File: config.mk
export PLATFORM = sky130hd
export DESIGN_NAME = alu_uart_ctrl_flat
export DESIGN_NICKNAME = d
export VERILOG_FILES = /design/src/rtl/alu_uart_pkg.sv /design/src/rtl/alu_uart_ctrl_if.sv /design/src/rtl/alu_uart_ctrl_frame_timer.sv /design/src/rtl/alu_uart_ctrl.sv /design/src/flat_wrapper.sv
export SDC_FILE = /design/constraint.sdc
export NUM_CORES = 1
export LEC_CHECK = 0
export CAP_MARGIN = 20
export CORE_UTILIZATION = 53
export CTS_CLUSTER_DIAMETER = 80
export DETAILED_ROUTE_END_ITERATION = 10
export MAX_ROUTING_LAYER = met4
export PLACE_DENSITY = 0.95
export SLEW_MARGIN = 20
export SYNTH_ARGS = -nofsm -noshare
export SYNTH_HDL_FRONTEND = slang
export SYNTH_SLANG_ARGS = --single-unit
export TNS_END_PERCENT = 100
File: constraint.sdc
create_clock -name i_clk -period 4.19 [get_ports i_clk]
set_input_delay 1.0475 -clock i_clk [delete_from_list [all_inputs] [get_ports i_clk]]
set_output_delay 1.0475 -clock i_clk [all_outputs]
set_load 0.05 [all_outputs]
File: src/rtl/alu_uart_pkg.sv
// rtl/alu_uart_pkg.sv - shared state encodings and ALU opcode constants
package alu_uart_pkg;

    localparam logic [2:0] ST_WAIT_A  = 3'd0;
    localparam logic [2:0] ST_WAIT_B  = 3'd1;
    localparam logic [2:0] ST_WAIT_OP = 3'd2;
    localparam logic [2:0] ST_LATCH   = 3'd3;
    localparam logic [2:0] ST_SEND    = 3'd4;
    localparam logic [2:0] ST_WAIT_TX = 3'd5;

    typedef enum logic [2:0] {
        WAIT_A  = ST_WAIT_A,
        WAIT_B  = ST_WAIT_B,
        WAIT_OP = ST_WAIT_OP,
        LATCH   = ST_LATCH,
        SEND    = ST_SEND,
        WAIT_TX = ST_WAIT_TX
    } state_t;

    localparam logic [5:0] OP_ADD = 6'b100000;
    localparam logic [5:0] OP_SUB = 6'b100010;
    localparam logic [5:0] OP_AND = 6'b100100;
    localparam logic [5:0] OP_OR  = 6'b100101;
    localparam logic [5:0] OP_XOR = 6'b100110;
    localparam logic [5:0] OP_SRA = 6'b000011;
    localparam logic [5:0] OP_SRL = 6'b000010;
    localparam logic [5:0] OP_NOR = 6'b100111;

endpackage

File: src/rtl/alu_uart_ctrl_if.sv
// rtl/alu_uart_ctrl_if.sv - UART/ALU side signals of the sequencing controller
//   master: controller view (UART/ALU inputs, operand/tx/status outputs)
//   slave : environment view (drives rx/tx strobes and ALU result)
interface alu_uart_ctrl_if #(
    parameter int NB_DATA = 8,
    parameter int NB_OP   = 6
);
    logic               i_rx_done;
    logic [NB_DATA-1:0] i_rx_data;
    logic [NB_DATA-1:0] i_alu_result;
    logic               i_tx_done;
    logic [NB_DATA-1:0] o_data_a;
    logic [NB_DATA-1:0] o_data_b;
    logic [NB_OP-1:0]   o_opcode;
    logic               o_tx_start;
    logic [NB_DATA-1:0] o_tx_data;
    logic               o_busy;
    logic               o_timeout;
    logic               o_overrun;

    modport master (
        input  i_rx_done, i_rx_data, i_alu_result, i_tx_done,
        output o_data_a, o_data_b, o_opcode, o_tx_start, o_tx_data,
               o_busy, o_timeout, o_overrun
    );

    modport slave (
        output i_rx_done, i_rx_data, i_alu_result, i_tx_done,
        input  o_data_a, o_data_b, o_opcode, o_tx_start, o_tx_data,
               o_busy, o_timeout, o_overrun
    );
endinterface

File: src/rtl/alu_uart_ctrl_frame_timer.sv
// rtl/alu_uart_ctrl_frame_timer.sv - inter-byte timer, flags count == TIMEOUT-1
//   i_clk, i_reset (sync, active-low); clear, enable in; terminal out
module frame_timer #(
    parameter int TIMEOUT = 100000
) (
    input  logic i_clk,
    input  logic i_reset,
    input  logic clear,
    input  logic enable,
    output logic terminal
);
    localparam int         W  = $clog2(TIMEOUT);
    localparam logic [W-1:0] TC = W'(TIMEOUT - 1);

    logic [W-1:0] count;

    assign terminal = (count == TC);

    // Holds at terminal count; the controller leaves the timed states there.
    always_ff @(posedge i_clk) begin
        if (!i_reset) begin
            count <= '0;
        end else if (clear) begin
            count <= '0;
        end else if (enable && !terminal) begin
            count <= count + 1'b1;
        end
    end
endmodule

File: src/rtl/alu_uart_ctrl.sv
// rtl/alu_uart_ctrl.sv - collects A/B/opcode bytes, feeds ALU, launches result tx
//   i_clk, i_reset (sync, active-low); bus: alu_uart_ctrl_if.master
module alu_uart_ctrl
    import alu_uart_pkg::*;
#(
    parameter int NB_DATA = 8,
    parameter int NB_OP   = 6,
    parameter int TIMEOUT = 100000
) (
    input  logic           i_clk,
    input  logic           i_reset,
    alu_uart_ctrl_if.master bus
);
    state_t state, state_next;

    logic               accept;
    logic               timeout_next;
    logic               overrun_next;
    logic               tc;
    logic               timer_clear;
    logic               timer_en;

    logic [NB_DATA-1:0] data_a, data_b, tx_data;
    logic [NB_OP-1:0]   opcode;
    logic               tx_start, busy, timeout, overrun;

    // Counter restarts on each accepted byte and is held cleared while idle,
    // which also covers re-entry to WAIT_A.
    assign timer_en    = (state == WAIT_B) || (state == WAIT_OP);
    assign timer_clear = accept || (state == WAIT_A);

    frame_timer #(.TIMEOUT(TIMEOUT)) u_timer (
        .i_clk   (i_clk),
        .i_reset (i_reset),
        .clear   (timer_clear),
        .enable  (timer_en),
        .terminal(tc)
    );

    always_comb begin
        state_next   = state;
        accept       = 1'b0;
        timeout_next = 1'b0;
        overrun_next = 1'b0;
        case (state)
            WAIT_A: begin
                if (bus.i_rx_done) begin
                    accept     = 1'b1;
                    state_next = WAIT_B;
                end
            end
            WAIT_B: begin
                // A byte in the terminal-count cycle wins over the timeout.
                if (bus.i_rx_done) begin
                    accept     = 1'b1;
                    state_next = WAIT_OP;
                end else if (tc) begin
                    timeout_next = 1'b1;
                    state_next   = WAIT_A;
                end
            end
            WAIT_OP: begin
                if (bus.i_rx_done) begin
                    accept     = 1'b1;
                    state_next = LATCH;
                end else if (tc) begin
                    timeout_next = 1'b1;
                    state_next   = WAIT_A;
                end
            end
            LATCH: state_next = SEND;
            SEND: begin
                overrun_next = bus.i_rx_done;
                state_next   = WAIT_TX;
            end
            WAIT_TX: begin
                overrun_next = bus.i_rx_done;
                if (bus.i_tx_done) begin
                    state_next = WAIT_A;
                end
            end
            default: state_next = WAIT_A;
        endcase
    end

    always_ff @(posedge i_clk) begin
        if (!i_reset) begin
            state    <= WAIT_A;
            data_a   <= '0;
            data_b   <= '0;
            opcode   <= '0;
            tx_data  <= '0;
            tx_start <= 1'b0;
            busy     <= 1'b0;
            timeout  <= 1'b0;
            overrun  <= 1'b0;
        end else begin
            state    <= state_next;
            tx_start <= (state == LATCH);
            busy     <= (state_next != WAIT_A);
            timeout  <= timeout_next;
            overrun  <= overrun_next;
            if (accept && state == WAIT_A)  data_a <= bus.i_rx_data;
            if (accept && state == WAIT_B)  data_b <= bus.i_rx_data;
            if (accept && state == WAIT_OP) opcode <= bus.i_rx_data[NB_OP-1:0];
            if (state == LATCH)             tx_data <= bus.i_alu_result;
        end
    end

    assign bus.o_data_a   = data_a;
    assign bus.o_data_b   = data_b;
    assign bus.o_opcode   = opcode;
    assign bus.o_tx_data  = tx_data;
    assign bus.o_tx_start = tx_start;
    assign bus.o_busy     = busy;
    assign bus.o_timeout  = timeout;
    assign bus.o_overrun  = overrun;
endmodule
File: src/flat_wrapper.sv
// flat-port wrapper written by rule: the top's interface ports become plain ports
module alu_uart_ctrl_flat import alu_uart_pkg::*;
#(
    parameter int NB_DATA = 8,
    parameter int NB_OP   = 6,
    parameter int TIMEOUT = 100000
)
  (i_clk, i_reset, bus_i_rx_done, bus_i_rx_data, bus_i_alu_result, bus_i_tx_done, bus_o_data_a, bus_o_data_b, bus_o_opcode, bus_o_tx_start, bus_o_tx_data, bus_o_busy, bus_o_timeout, bus_o_overrun);
  alu_uart_ctrl_if #(.NB_DATA(NB_DATA), .NB_OP(NB_OP)) bus_i ();
  input  logic i_clk;
  input  logic i_reset;
  input wire logic [$bits(bus_i.i_rx_done)-1:0] bus_i_rx_done;
  input wire logic [$bits(bus_i.i_rx_data)-1:0] bus_i_rx_data;
  input wire logic [$bits(bus_i.i_alu_result)-1:0] bus_i_alu_result;
  input wire logic [$bits(bus_i.i_tx_done)-1:0] bus_i_tx_done;
  output wire logic [$bits(bus_i.o_data_a)-1:0] bus_o_data_a;
  output wire logic [$bits(bus_i.o_data_b)-1:0] bus_o_data_b;
  output wire logic [$bits(bus_i.o_opcode)-1:0] bus_o_opcode;
  output wire logic [$bits(bus_i.o_tx_start)-1:0] bus_o_tx_start;
  output wire logic [$bits(bus_i.o_tx_data)-1:0] bus_o_tx_data;
  output wire logic [$bits(bus_i.o_busy)-1:0] bus_o_busy;
  output wire logic [$bits(bus_i.o_timeout)-1:0] bus_o_timeout;
  output wire logic [$bits(bus_i.o_overrun)-1:0] bus_o_overrun;
  assign bus_i.i_rx_done = bus_i_rx_done;
  assign bus_i.i_rx_data = bus_i_rx_data;
  assign bus_i.i_alu_result = bus_i_alu_result;
  assign bus_i.i_tx_done = bus_i_tx_done;
  assign bus_o_data_a = bus_i.o_data_a;
  assign bus_o_data_b = bus_i.o_data_b;
  assign bus_o_opcode = bus_i.o_opcode;
  assign bus_o_tx_start = bus_i.o_tx_start;
  assign bus_o_tx_data = bus_i.o_tx_data;
  assign bus_o_busy = bus_i.o_busy;
  assign bus_o_timeout = bus_i.o_timeout;
  assign bus_o_overrun = bus_i.o_overrun;
  alu_uart_ctrl #(.NB_DATA(NB_DATA), .NB_OP(NB_OP), .TIMEOUT(TIMEOUT)) u_core (.i_clk(i_clk), .i_reset(i_reset), .bus(bus_i));
endmodule
==> results of run 1 <==
[registers in the layout, indices dropped and copies added, names as in the netlist]
name	flops
u_core.bus.o_data_a	8
u_core.u_timer.count	17
u_core.bus.o_tx_data	8
u_core.bus.o_busy	1
u_core.bus.o_data_b	8
u_core.state	3
u_core.bus.o_overrun	1
u_core.bus.o_tx_start	1
u_core.bus.o_opcode	6
u_core.bus.o_timeout	1
[per-layer routing]
metal	vias to the layer above	GRT usage [%]
li1	1057	-
met1	991	31.7
met2	63	37.0
met3	7	4.17
met4	0	10.2
met5	-	-
[worst max path at each step]
| stage | from | endpoint | cells past startpoint |
|---|---|---|---|
| floorplan | bus_i_rx_done | u_core.u_timer.count[15] | 5 |
| global placement | bus_i_rx_done | u_core.u_timer.count[1] | 5 |
| detailed placement | bus_i_rx_done | u_core.u_timer.count[12] | 5 |
| CTS | bus_i_rx_done | u_core.u_timer.count[12] | 5 |
| global route | bus_i_rx_done | u_core.bus.o_data_a[5] | 5 |
| finish | bus_i_rx_done | u_core.bus.o_data_a[6] | 5 |
[layout make-up]
| type | instances | area [um2] | share of cell area, % |
|---|---|---|---|
| clock buffers | 5 | 68.8 | 2.30 |
| clock inverters | 3 | 47.5 | 1.59 |
| inverters | 6 | 22.5 | 0.752 |
| multi-input cells | 196 | 1160 | 38.7 |
| flip-flops and latches | 54 | 1080 | 36.1 |
| well taps | 50 | 62.6 | 2.09 |
| repair buffers | 56 | 553 | 18.5 |
[tightest hold or removal path, cell delays in order, from the launching register on]
cell,delay (ns)
sky130_fd_sc_hd__dfxtp_1,0.32
sky130_fd_sc_hd__nand2_1,0.05
sky130_fd_sc_hd__a21oi_1,0.05
[Yosys cell counts, types with 5 or more instances]
cell / instances
sky130_fd_sc_hd__a211oi_1: 5
sky130_fd_sc_hd__a21oi_1: 25
sky130_fd_sc_hd__and3_1: 5
sky130_fd_sc_hd__clkbuf_1: 10
sky130_fd_sc_hd__dfxtp_1: 54
sky130_fd_sc_hd__inv_1: 6
sky130_fd_sc_hd__mux2i_1: 23
sky130_fd_sc_hd__nand2_1: 43
sky130_fd_sc_hd__nand3_1: 21
sky130_fd_sc_hd__nand3b_1: 7
sky130_fd_sc_hd__nor2_1: 21
sky130_fd_sc_hd__o31ai_1: 5
sky130_fd_sc_hd__or4_1: 5
[power breakdown]
part / total (uW) / switching [uW] / leakage, uW / internal, uW
clock network: 358 / 175 / 0.0000591 / 182
logic: 177 / 113 / 0.000536 / 64.4
registers: 543 / 13.6 / 0.000438 / 530
[cell families (layout without fill, tap and decap cells)]
| family | Yosys count | in the layout | synth area share (%) |
|---|---|---|---|
| buffers and inverters | 19 | 70 | 3.76 |
| AO/OA/AOI/OAI | 46 | 46 | 12.0 |
| XOR/XNOR | 4 | 4 | 1.50 |
| AND/OR/NAND/NOR | 122 | 122 | 25.9 |
| flip-flops | 54 | 54 | 46.4 |
| adder cells (fa/ha/maj) | 1 | 1 | 0.537 |
| multiplexers | 23 | 23 | 9.89 |
[through the flow]
stage | utilization, % | cell area [um2] | setup WS [ns] | hold WS, ns
3_3_place_gp | 70.0 | 2880 | 1.29 | 0.442
6_report | 72.8 | 3000 | 1.48 | 0.460
4_1_cts | 72.8 | 3000 | 1.52 | 0.461
5_1_grt | 72.8 | 3000 | 1.29 | 0.487
3_5_place_dp | 70.0 | 2880 | 1.21 | 0.448
2_1_floorplan | - | 2330 | 2.09 | 0.454
==> results.cfg, run 1 <==
[finish]
final_cells = 370
ratio_of_cells_with_drive_above_1_in_the_final_layout_pct = 4.06
layout_commonest_cell = sky130_fd_sc_hd__dfxtp_1
nets = 340
num-fill-cells = 294
layout-area-overhead-vs-synth_pct = 28.6
antennaDiodeCount = 0
final_cell_mix = 54 x sky130_fd_sc_hd__dfxtp_1, 53 x sky130_fd_sc_hd__clkdlybuf4s50_1, 43 x sky130_fd_sc_hd__nand2_1

[route]
drt-initial-drc-count = 144
avgRoutedWirePerCell_um = 14.6
route.detailed.vias_per_inst = 5.72
met3RoutedLength_um = 278
routed-via-count = 2118
ant_nets = 0
highest_layer = met4
dr.pass1.iters = 4
wirelength_met1_um = 2390
post-route-drc-count = 0
wl_um = 5410
met2_wl_post_dr_um = 2660

[clock_tree]
post-cts-setup-buffer-count = 0
ctsResizeCount = 0
number_of_sinks_driven_by_the_clock_tree = 54
hold_fix_buffers_at_cts = 0
clk_pin_slew_worst_paths_ns = 0.10
clk-insertion-delay-late_ns = 0.31
root_buffer = sky130_fd_sc_hd__clkbuf_8
cts.path.max_buffers = 2
clock_tree_from_tritoncts = yes
cts_inserted_buffers = 5
clock_tree.htree_level_count = 2

[critical_path]
critical_path_class = in2reg
worst_r2r_startpoint = u_core.u_timer.count[12]
max_stage_delay_ns = 0.81
path_max_fanout = 9
cpMaxStageDelayCell = sky130_fd_sc_hd__nor3_1
timing.critical_path.from_type = primary input
critPathTopFamily = simple AND/OR/NAND/NOR gates
worst-endpoint-arrival_ns = 2.95
critical_path.n_buffers_inverters = 1
reg2reg_setup_slack_ns = 2.13
critPathCaptureType = flip-flop
worstReg2RegEnd = u_core.bus.o_busy
cp_cell_instances = clkdlybuf4s50_1 > nand2b_1 > nor3_1 > nand2_1 > a21oi_1
timing.critical_path.required_ns = 4.42
worstRegToRegCells = 5

[floorplan]
die_width_um = 68.3
fp.dieArea_um2 = 4660
floorplan.core_area_um2 = 4120
num_rows = 23
top_level_ports = 54
start_util_pct = 56.6
floorplan.die.height_um = 68.3

[run]
drv.max_cap_violation_count = 0

[global_routing]
grt_use_total_pct = 24.4
grt_pass1_vias = 1841
overflow = 0
maximum_number_of_pins_on_one_net_before_global_route_repair = 34
global_route_wire_length_before_repair_um = 8250
antenna_found_initial = 0

[yosys]
ys_warn_count = 0
syn_area_per_cell_um2 = 8.66
mappedNetlistNets = 290
ys_ff_latch = 54
async_set_or_reset_flop_fraction_in_the_synthesized_netlist_pct = 0
synth.yosys.seq_area_share_pct = 46.4
synth_edf_count = 0
yosys.area.top_type_share_pct = 46.4
synth.area.top_cells = sky130_fd_sc_hd__dfxtp_1 46%, sky130_fd_sc_hd__mux2i_1 9.9%, sky130_fd_sc_hd__nand2_1 6.9%
synth_cell_types = 36
synthesis.area_um2 = 2330
synthFlopType = sky130_fd_sc_hd__dfxtp_1
synth_largest_area_cell = sky130_fd_sc_hd__dfxtp_1
syn_inst = 269

[pwr]
p_total_uw = 1080
pwr_density_cell_nw_per_um2 = 360
worst_ir_drop_vdd_mv = 0.221
cellLeakagePower_uw = 0.00103

[worst_hold_path]
hold_start = u_core.bus.o_data_b[4]
min_to = u_core.bus.o_data_b[4]
min_delay_path_depth = 2
worstHoldPathType = reg2reg

[timing]
layout_worst_path_cycle_share_pct = 64.7
final.setup_skew_ns = 0.00715
fmaxAchievable_mhz = 369
drv_slew = 0
timing.final.setup_violations = 0
hold_viol_final = 0
layout_min_cycle_time_ns = 2.71
rsz_0062_raised_after_global_routing = false
max-slew-margin-rel_pct = 30.6
tns_ns = 0
max_slew.worst_pin.slew_ns = 1.03

[placement]
port_buffer_count = 53
placed_cells = 362
place_hpwl_um = 3800
place.gp.congestion = 0.846

[run_status]
run_status = finished, final reports clean
Power figures use the tool's default switching activity.
==> inputs of run 2 (changes only) <==
- CORE_UTILIZATION: 53 -> 45
- PLACE_DENSITY: 0.95 -> 0.88
- clock period: 4.19 -> 2.4 ns (I/O delays scaled with it)
==> run 2 against run 1 <==
Compared with the run above: wire length is 2.6% lower; die area is 17% higher; register-to-register slack worse by 1.8 ns; non-clock buffer count is 6 higher; setup slack worse by 1.2 ns; critical path depth is 4 lower; final cell count is 6.2% higher; clock power is 77% higher; first-iteration DRC count is 15% higher; highest routed layer unchanged.
==> results.cfg, run 2 (synthesis gave the netlist of run 1 again) <==
[run_status]
run_status = finished, final reports clean

[critical_path]
cp_cell_instances = clkdlybuf4s50_1
timing.critical_path.required_ns = 1.80
critical_path_class = reg2out
critical_path.n_buffers_inverters = 1
cpMaxStageDelayCell = sky130_fd_sc_hd__clkdlybuf4s50_1
worst-endpoint-arrival_ns = 1.49
critPathTopFamily = buffers and inverters
path_max_fanout = 2
reg2reg_setup_slack_ns = 0.35
timing.critical_path.from_type = flip-flop
critPathCaptureType = output port
max_stage_delay_ns = 0.82

[placement]
place_hpwl_um = 3850
place.gp.congestion = 0.860
port_buffer_count = 53

[route]
drt-initial-drc-count = 165
route.detailed.vias_per_inst = 5.36
wl_um = 5270
dr.pass1.iters = 5
avgRoutedWirePerCell_um = 13.4
routed-via-count = 2108
post-route-drc-count = 0
ant_nets = 0

[finish]
area.sequential_um2 = 1080
nets = 346
layout-area-overhead-vs-synth_pct = 31.5
largest_reg_flops = 17
max_flop_register = u_core.u_timer.count
layout_commonest_cell = sky130_fd_sc_hd__dfxtp_1
num-fill-cells = 415
multi_input_comb_area_um2 = 1160
ratio_of_cells_with_drive_above_1_in_the_final_layout_pct = 5.83
final_cell_mix = 54 x sky130_fd_sc_hd__dfxtp_1, 53 x sky130_fd_sc_hd__clkdlybuf4s50_1, 43 x sky130_fd_sc_hd__nand2_1
antennaDiodeCount = 0

[global_routing]
overflow = 0
grt_use_total_pct = 20.0
global_route_wire_length_before_repair_um = 8150
maximum_number_of_pins_on_one_net_before_global_route_repair = 33
antenna_found_initial = 0
grt_pass1_vias = 1783

[timing]
final.setup_skew_ns = 0.0110
max_slew.worst_pin.slew_ns = 0.586
hold_viol_final = 0
max-slew-margin-rel_pct = 59.9
timing.final.setup_violations = 0
layout_worst_path_cycle_share_pct = 87.2
tns_ns = 0
layout_min_cycle_time_ns = 2.09
fmaxAchievable_mhz = 478
hold_ws_ns = 0.457
rsz_0062_raised_after_global_routing = false
drv_slew = 0

[floorplan]
floorplan.die.height_um = 73.9
fp.dieArea_um2 = 5470
die_width_um = 73.9
num_rows = 25
floorplan.core_area_um2 = 4850
start_util_pct = 48.0
top_level_ports = 54

[pwr]
cellLeakagePower_uw = 0.00106
pwr_density_cell_nw_per_um2 = 619
p_total_uw = 1900
worst_ir_drop_vdd_mv = 0.446

[clock_tree]
clk_pin_slew_worst_paths_ns = 0.10
clock_tree.htree_level_count = 2
cts.path.max_buffers = 2
post-cts-setup-buffer-count = 0
ctsResizeCount = 0
clock_tree_from_tritoncts = yes
clk-insertion-delay-late_ns = 0.31
root_buffer = sky130_fd_sc_hd__clkbuf_8
number_of_sinks_driven_by_the_clock_tree = 54
hold_fix_buffers_at_cts = 0
cts_inserted_buffers = 5

[worst_hold_path]
worstHoldPathType = reg2reg

[run]
drv.max_cap_violation_count = 0
==> run 2: changes by cell type in the layout (fill, tap and decap cells not counted) <==
| cell | before | now |
|---|---|---|
| sky130_fd_sc_hd__buf_4 | 3 | 9 |
==> run 2: power breakdown <==
group | internal (uW) | switching (uW) | total [uW]
Combinational | 119 | 201 | 320
Clock | 319 | 313 | 632
Sequential | 924 | 19.7 | 944
Total | 1360 | 534 | 1900
==> run 2: metal layers <==
metal	routed length (um)	vias up	track usage, %
li1	-	1070	-
met4	96	0	10.3
met1	2460	980	25.4
met5	0	-	-
met2	2560	51	30.7
met3	155	7	3.12
==> run 2: final timing paths <==
kind	from	endpoint	cells past startpoint
setup reg to reg	u_core.state[1]	u_core.u_timer.count[13]	4
hold reg to reg	u_core.bus.o_data_b[6]	u_core.bus.o_data_b[6]	2
setup / recovery	u_core.bus.o_data_b[3]	bus_o_data_b[3]	1
hold / removal	u_core.bus.o_data_b[6]	u_core.bus.o_data_b[6]	2
==> run 2: cell type report <==
type                    count  share of cell area, %
clock buffers               5                   2.25
clock inverters             3                   1.55
inverters                   6                  0.736
multi-input cells         196                   37.9
flip-flops and latches     54                   35.3
well taps                  67                   2.74
repair buffers             62                   19.5
==> run 2: through the flow <==
| stage | instance area, um2 | utilization [%] | std cells | setup WS (ns) |
|---|---|---|---|---|
| CTS | 3060 | 63.1 | 393 | 0.309 |
| global placement | 2950 | 60.7 | 385 | 0.385 |
| global route | 3060 | 63.1 | 393 | 0.258 |
| floorplan | 2330 | - | 269 | 0.497 |
| finish | 3060 | 63.1 | 393 | 0.307 |
| detailed placement | 2950 | 60.7 | 385 | 0.335 |
==> run 2: worst register-to-register path: cells and delay by family, from the launching register on <==
| family | cells | cell delay [ns] |
|---|---|---|
| and+or+nand+nor | 2 | 1.09 |
| DFF | 1 | 0.54 |
| xor gates and xnor gates | 1 | 0.19 |
| AOI/OAI and AO/OA | 1 | 0.15 |
==> inputs of run 3 (changes only) <==
- CORE_MARGIN: unset -> 3
- CTS_CLUSTER_SIZE: unset -> 16
==> run 3 against run 2 <==
Compared with the run above: clock skew decreased by 0.0060 ns; wire length increased by 6.0%; design area about the same; critical path type unchanged.
==> results.cfg, run 3 (synthesis gave the netlist of run 1 again) <==
[pwr]
pwr_density_cell_nw_per_um2 = 612
p_total_uw = 1870
combPwrFrac_pct = 17.2
seq_power_share_pct = 50.4
cellLeakagePower_uw = 0.00106
worst_ir_drop_vdd_mv = 0.425
internal_power_uw = 1360
netSwitchingFraction_pct = 27.6
power.switching_uw = 517
pwr-share-clk_pct = 32.3

[critical_path]
worst-endpoint-arrival_ns = 1.49
start_point_of_the_critical_path = u_core.bus.o_opcode[0]
max_stage_delay_ns = 0.84
timing.critical_path.required_ns = 1.80
reg2reg_setup_slack_ns = 0.34
critical_path_class = reg2out
timing.critical_path.from_type = flip-flop
worst_r2r_startpoint = u_core.state[1]
critical_path.n_buffers_inverters = 1
cp_cell_instances = clkdlybuf4s50_1
critPathTopFamily = buffers and inverters
path_max_fanout = 2
critPathCaptureType = output port
cpMaxStageDelayCell = sky130_fd_sc_hd__clkdlybuf4s50_1

[clock_tree]
cts_inserted_buffers = 5
post-cts-setup-buffer-count = 0
hold_fix_buffers_at_cts = 0
clock_tree.htree_level_count = 2
clk_pin_slew_worst_paths_ns = 0.10
cts.path.max_buffers = 2
clk-insertion-delay-late_ns = 0.30
root_buffer = sky130_fd_sc_hd__clkbuf_8
ctsResizeCount = 0
clock_tree_from_tritoncts = yes
number_of_sinks_driven_by_the_clock_tree = 54

[global_routing]
globalRouteMet2Util_pct = 30.9
overflow = 0
antenna_found_initial = 0
groute.layer.met1.usage_pct = 24.9
grt_pass1_vias = 2002
maximum_number_of_pins_on_one_net_before_global_route_repair = 33
global_route.peak_usage_layer = met2
global_route_wire_length_before_repair_um = 9340
grt_use_total_pct = 19.4
grtUsageMet3_pct = 3.25

[timing]
setup_ws_ns = 0.311
rsz_0062_raised_after_global_routing = false
max-slew-margin-rel_pct = 62.7
final.setup_skew_ns = 0.00503
timing.final.setup_violations = 0
fmaxAchievable_mhz = 479
drv_slew = 0
tns_ns = 0
hold_viol_final = 0
layout_worst_path_cycle_share_pct = 87.1
max_slew.worst_pin.slew_ns = 0.546
layout_min_cycle_time_ns = 2.09

[finish]
num-fill-cells = 415
layout-area-overhead-vs-synth_pct = 31.5
ratio_of_cells_with_drive_above_1_in_the_final_layout_pct = 5.81
final_cell_mix = 54 x sky130_fd_sc_hd__dfxtp_1, 53 x sky130_fd_sc_hd__clkdlybuf4s50_1, 43 x sky130_fd_sc_hd__nand2_1
largest_reg_flops = 17
max_flop_register = u_core.u_timer.count
nets = 347
antennaDiodeCount = 0
layout_commonest_cell = sky130_fd_sc_hd__dfxtp_1

[floorplan]
floorplan.core_area_um2 = 4850
die_width_um = 77.9
top_level_ports = 54
num_rows = 25
floorplan.die.height_um = 77.9
start_util_pct = 48.0
fp.dieArea_um2 = 6070

[run_status]
run_status = finished, final reports clean

[placement]
place.gp.congestion = 0.832
place_hpwl_um = 4150
dp_worst_setup_slack_ns = 0.345
port_buffer_count = 53

[run]
drv.max_cap_violation_count = 0

[route]
avgRoutedWirePerCell_um = 14.2
wl_um = 5590
route.detailed.vias_per_inst = 5.45
post-route-drc-count = 0
drt-initial-drc-count = 123
dr.pass1.iters = 4
ant_nets = 0
routed-via-count = 2148

[worst_hold_path]
hold_start = u_core.bus.o_data_a[1]
worstHoldPathType = reg2reg
==> run 3: changes by cell type in the layout (fill, tap and decap cells not counted) <==
cell / change
sky130_fd_sc_hd__clkbuf_1: +1
sky130_fd_sc_hd__buf_4: +1
sky130_fd_sc_hd__clkinvlp_4: +1
sky130_fd_sc_hd__inv_6: -2
==> run 3: power groups by stage <==
stage | combinational (uW) | sequential [uW] | clock (uW)
floorplan | 121 | 1040 | 0
detailed placement | 321 | 966 | 0
global route | 345 | 950 | 656
global placement | 316 | 963 | 0
finish | 323 | 945 | 605
CTS | 323 | 945 | 619
==> run 3: tightest hold or removal path: stages, from the launching register on <==
cell and delay (ns):
sky130_fd_sc_hd__dfxtp_1 0.32, sky130_fd_sc_hd__nand2_1 0.05, sky130_fd_sc_hd__a21oi_1 0.05
==> run 3: path summary, 6_finish.rpt <==
path / cells past startpoint / endpoint
max: 1 / bus_o_opcode[0]
min: 2 / u_core.bus.o_data_a[1]
max reg2reg: 4 / u_core.u_timer.count[11]
min reg2reg: 2 / u_core.bus.o_data_a[1]
==> run 3: metrics by stage <==
stage	cells	area, um2	hold WS, ns	utilization, %
floorplan	269	2330	0.454	-
global placement	386	2950	0.441	60.9
detailed placement	386	2950	0.446	60.9
CTS	394	3060	0.459	63.2
global route	394	3060	0.483	63.2
finish	394	3060	0.459	63.2
==> run 3: cell type report <==
cell class	instances	area [um2]	share of cell area (%)
Timing Repair Buffer	63	606	19.8
Inverter	6	22.5	0.735
Multi-Input combinational cell	196	1160	37.9
Tap cell	67	83.8	2.74
Clock inverter	2	37.5	1.23
Clock buffer	6	72.6	2.37
Sequential cell	54	1080	35.3
==> run 3: metal layers <==
metal | routed length (um) | up-vias | share of wire (%)
li1 | - | 1067 | -
met1 | 2500 | 1015 | 45
met2 | 2740 | 56 | 49
met3 | 237 | 10 | 4.2
met4 | 105 | 0 | 1.9
met5 | 0 | - | 0
